`src/rtl/dot_product_accumulator.sv`:
```
// Dot-product accumulator: sums signed Q16.16 product beats, rounds/saturates to Q8.8.
// Optional overflow flag port out_ovf when DPA_OVF_FLAG_EN is defined.
module dot_product_accumulator #(
  parameter int IN_W       = 32,
  parameter int ACC_W      = 40,
  parameter int OUT_W      = 16,
  parameter int FRAC_SHIFT = 8,
  parameter int MAX_LEN    = 16,
  parameter int CNT_W      = $clog2(MAX_LEN + 1)
) (
  input  logic              CLK,
  input  logic              RST,
  input  logic              in_valid,
  output logic              in_ready,
  input  logic [IN_W-1:0]   in_data,
  input  logic              in_last,
  output logic              out_valid,
  input  logic              out_ready,
  output logic [OUT_W-1:0]  out_data,
  output logic [CNT_W-1:0]  out_count,
`ifdef DPA_OVF_FLAG_EN
  output logic              out_ovf,
`endif
  output logic              dbg_state
);

  // Handshakes: a beat transfers on a rising CLK when in_valid & in_ready;
  // a result transfers when out_valid & out_ready. Ready/valid are pure
  // functions of the state register, so no input reaches an output combinationally.
  typedef enum logic {ACCUM = 1'b0, HOLD = 1'b1} state_t;

  localparam logic signed [ACC_W-1:0] RND_HALF = {{(ACC_W-1){1'b0}}, 1'b1} << (FRAC_SHIFT - 1);
  localparam logic signed [ACC_W-1:0] SAT_MAX  = {{(ACC_W-OUT_W+1){1'b0}}, {(OUT_W-1){1'b1}}};
  localparam logic signed [ACC_W-1:0] SAT_MIN  = {{(ACC_W-OUT_W+1){1'b1}}, {(OUT_W-1){1'b0}}};

  state_t                   r_state;
  state_t                   w_state_n;
  logic signed [ACC_W-1:0]  r_acc;
  logic [CNT_W-1:0]         r_cnt;
  logic [OUT_W-1:0]         r_data;
  logic [CNT_W-1:0]         r_count;

  logic                     w_beat;
  logic                     w_end;
  logic signed [ACC_W-1:0]  w_acc_n;
  logic signed [ACC_W-1:0]  w_sum;
  logic signed [ACC_W-1:0]  w_rnd;
  logic                     w_sat_hi;
  logic                     w_sat_lo;
  logic [OUT_W-1:0]         w_res;

  assign w_beat  = in_valid && (r_state == ACCUM);
  // A full vector forces the end even without in_last.
  assign w_end   = in_last || (r_cnt == CNT_W'(MAX_LEN - 1));
  assign w_acc_n = r_acc + {{(ACC_W-IN_W){in_data[IN_W-1]}}, in_data};
  assign w_sum   = w_acc_n + RND_HALF;
  assign w_rnd   = w_sum >>> FRAC_SHIFT;
  assign w_sat_hi = (w_rnd > SAT_MAX);
  assign w_sat_lo = (w_rnd < SAT_MIN);
  assign w_res   = w_sat_hi ? {1'b0, {(OUT_W-1){1'b1}}} :
                   w_sat_lo ? {1'b1, {(OUT_W-1){1'b0}}} :
                              w_rnd[OUT_W-1:0];

  always_comb begin
    w_state_n = r_state;
    in_ready  = 1'b0;
    out_valid = 1'b0;
    case (r_state)
      ACCUM: begin
        in_ready = 1'b1;
        if (w_beat && w_end) w_state_n = HOLD;
      end
      HOLD: begin
        out_valid = 1'b1;
        if (out_ready) w_state_n = ACCUM;
      end
      default: w_state_n = ACCUM;
    endcase
  end

  always_ff @(posedge CLK or posedge RST) begin
    if (RST) begin
      r_state <= ACCUM;
      r_acc   <= '0;
      r_cnt   <= '0;
      r_data  <= '0;
      r_count <= '0;
    end else begin
      r_state <= w_state_n;
      if (w_beat) begin
        if (w_end) begin
          r_acc   <= '0;
          r_cnt   <= '0;
          r_data  <= w_res;
          r_count <= r_cnt + CNT_W'(1);
        end else begin
          r_acc <= w_acc_n;
          r_cnt <= r_cnt + CNT_W'(1);
        end
      end
    end
  end

`ifdef DPA_OVF_FLAG_EN
  logic r_ovf;
  logic w_take;
  assign w_take = out_ready && (r_state == HOLD);

  always_ff @(posedge CLK or posedge RST) begin
    if (RST) begin
      r_ovf <= 1'b0;
    end else if (w_beat && w_end) begin
      r_ovf <= w_sat_hi || w_sat_lo;
    end else if (w_take) begin
      r_ovf <= 1'b0;
    end
  end

  assign out_ovf = r_ovf;
`endif

  assign out_data  = r_data;
  assign out_count = r_count;
  assign dbg_state = r_state;

endmodule

```
`config.mk`:
```
export PLATFORM = sky130hd
export DESIGN_NAME = dot_product_accumulator
export DESIGN_NICKNAME = d
export VERILOG_FILES = /design/src/rtl/dot_product_accumulator.sv
export SDC_FILE = /design/constraint.sdc
export NUM_CORES = 1
export LEC_CHECK = 0
export CORE_UTILIZATION = 53
export DETAILED_ROUTE_END_ITERATION = 6
export PLACE_DENSITY = 0.78
export SYNTH_ARGS = -nofsm -noshare
export SYNTH_HDL_FRONTEND = slang
export SYNTH_SLANG_ARGS = --single-unit
export TNS_END_PERCENT = 1
```
`constraint.sdc`:
```
create_clock -name CLK -period 4.4 [get_ports CLK]
set_input_delay 0.44 -clock CLK [delete_from_list [all_inputs] [get_ports CLK]]
set_output_delay 0.44 -clock CLK [all_outputs]
set_load 0.02 [all_outputs]
```
==> qor.yml <==
outcome:
  status: "finished, violations left"
  violations: "design-rule violations, negative setup slack"
setup_path:
  endpoint_kind: "flip-flop"
  cp_max_fo: 8
  reg2reg_slack_ns: -0.18
  required_ns: 4.60
  crit_path_start_kind: "primary input"
  crit_start: "in_data[3]"
  cp.arrival_ns: 4.91
  rr_startpoint: "r_acc[0]"
  critPathKind: "in -> reg"
clocking:
  cts_buffer_depth: 2
  ctsHtreeMaxLevel: 3
  cts_tree: "yes"
  root_buffer: "clkbuf_16"
  clkTransAtPathRegs_ns: 0.06
  ctsHoldBuffers: 0
  clk_latency_ns: 0.35
  cts_buffers: 9
  clock-sinks: 67
logic_synthesis:
  synth.top_cell.area_share_pct: 26.6
  synthCells: 756
  synth_area_leaders: "dfrtp_1 27%, ha_1 8.3%, nand2_1 5.2%, o21ai_0 4.1%, a21oi_1 3.9%"
  synth_xor_area_share_pct: 6.22
  async_reset_ff_share_pct: 100
  ys_seq_elements: 67
  synth_top_flop_cell: "dfrtp_1"
  synth_cell_types: 87
  synthSimpleGateAreaFrac_pct: 23.7
  avgSynthCellArea_sq_um: 8.33
  synth_compound_area_share_pct: 30.8
  syn_area_sq_um: 6300
  synth_edf_count: 0
  synth_mux_area_share_pct: 0.338
  ys_seq_area_share_pct: 26.6
  syn_nets: 836
  ys.warnings.count: 0
  yosys.area_share.adder_pct: 8.66
  yosysTopAreaCell: "dfrtp_1"
  synth_top_family_by_area: "compound AO/OA/AOI/OAI gates"
floorplanning:
  rows: 39
  dieWidth_um: 111
  start_util_pct: 54.7
  dieArea_sq_um: 12300
  chipHeight_um: 111
  core_sq_um: 11500
  pin_count: 61
global_routing:
  antenna_found_initial: 3
  globalRouteTotalUtil_pct: 36.9
  overflow: 0
  grt_pass1_vias: 7131
  grt_pass1_wl_um: 35800
  grt_max_degree: 38
cells_and_area:
  layout_commonest_cell: "buf_4"
  final_cell_mix: "216 x buf_4, 86 x nand2_1, 67 x dfrtp_1"
  area_delta_synth_final_pct: 53.3
  nets: 1099
  layout-drive-gt1-share_pct: 36.1
  n_fill_cell: 617
min_path:
  worstHoldStart: "r_cnt[4]"
  hold_class: "reg -> reg"
sta:
  worst_pin_slew_ns: 1.16
  worst_slack_ns: -0.309
  period_share_pct: 107
  fin_hold_ws_ns: 0.483
  hold_violations: 0
  slew_violations: 0
  fin_crit_ns: 4.71
  setup_viol: 15
  finClkSkew_ns: 0.00968
  relSlewSlack_pct: 22.5
  final.setup.tns_ns: -1.89
  fmaxAchievable_mhz: 212
drt:
  via_per_inst: 6.67
  avgRoutedWirePerCell_um: 22.6
  postRouteAntennaNets: 0
  num_vias: 7793
  finalWirelength_um: 26300
  drc: 10
  drt_iter0_markers: 977
  dr.pass1.iters: 7
power:
  leakage_uw: 0.00433
  power_density_nw_per_um2: 846
  ir_worst_vdd_mv: 0.448
placed_design:
  dp_slack_ns: -0.707
  place_congestion: 0.989
  hpwlAfterDp_um: 16900
  port_buffers: 60
flow_run:
  max_cap_viol_count: 0
==> final cells by class <==
type | count | area [sq um] | area share [%]
antenna | 1 | 2.50 | 0.0259
clock inverter | 5 | 85.1 | 0.881
sequential | 67 | 1680 | 17.4
multi-input combinational | 637 | 5070 | 52.5
tap | 143 | 179 | 1.85
clock buffer | 11 | 253 | 2.62
timing repair buffer | 283 | 2320 | 24.0
inverter | 21 | 78.8 | 0.816
==> logic make-up after synthesis <==
family | count (synthesis)
multiplexers | 2
XOR/XNOR | 43
AND/OR/NAND/NOR | 285
buffers and inverters | 53
adder cells (fa/ha/maj) | 43
AO/OA/AOI/OAI | 263
flip-flops | 67
==> what timing repair did <==
action                     4_1_cts  5_1_grt
gates resized for setup         27       97
buffers inserted                10       17
pin swaps                       17       47
setup endpoints to repair       16       16
gates cloned                     1        1
==> worst max-delay path, stage by stage <==
cell and delay [ns]:
clkdlybuf4s50_1 0.54, ha_4 0.23, buf_4 0.14, a31o_2 0.30, o211ai_2 0.30, a21o_1 0.30
a211oi_1 0.18, nor4b_4 0.33, nand4bb_1 0.20, or3_4 0.45, or4_4 0.44, xor2_2 0.19
buf_4 0.14, a31oi_4 0.12, buf_8 0.18, o32ai_2 0.43
==> flip-flops by register name, summed over array words and instances (netlist names) <==
signal,cells
r_acc,40
r_cnt,5
out_count,5
out_data,16
dbg_state,1
==> routing by layer <==
layer  track usage [%]  part of all wire [%]  up-vias
li1                  -                     -     3384
met2              60.5                    46      534
met4              16.5                   5.2        4
met5                 0                 0.099        -
met3              4.70                   9.7      148
met1              48.7                    39     3723
==> power breakdown <==
part | internal (uW) | switching (uW) | total [uW]
sequential | 840 | 183 | 1020
clock | 529 | 305 | 835
combinational | 2960 | 3360 | 6320
total | 4330 | 3850 | 8170
==> synthesized netlist by cell type, drive strengths merged (4+ instances only) <==
cell type and instances:
inv 21, o211ai 14, or2 6, or3 11, clkbuf 16, and4 4, xnor2 26, a21oi 50
o21ai 65, a31oi 6, nand4 22, nor2 55, nor4 5, ha 42, nor2b 4, xor2 17
and3 14, o21a 5, nor3 15, a21o 16, and2 17, dfrtp 67, buf 16, nand2b 9
a211oi 10, nand3 22, a22o 19, o21bai 19, nand2 87, or4 5, o32ai 15
==> stage by stage <==
step	instances	total power [uW]	cell area (sq um)	util [%]
after global routing	1168	8530	9660	83.9
after detailed placement	1122	6020	8390	72.9
after floorplan	756	3750	6300	-
after CTS	1149	7130	8960	77.8
final	1168	8170	9660	83.9
after global placement	1122	5870	8390	72.9
==> final timing paths <==
kind / end / cells past startpoint
worst max-delay path: out_data[12] / 16
worst min-delay path: r_cnt[4] / 2
worst max register to register: out_data[12] / 18
worst min register to register: r_cnt[4] / 2
max in group asynchronous: out_data[0] / 3
min in group asynchronous: r_acc[38] / 2
(Power assumes the default switching activity.)
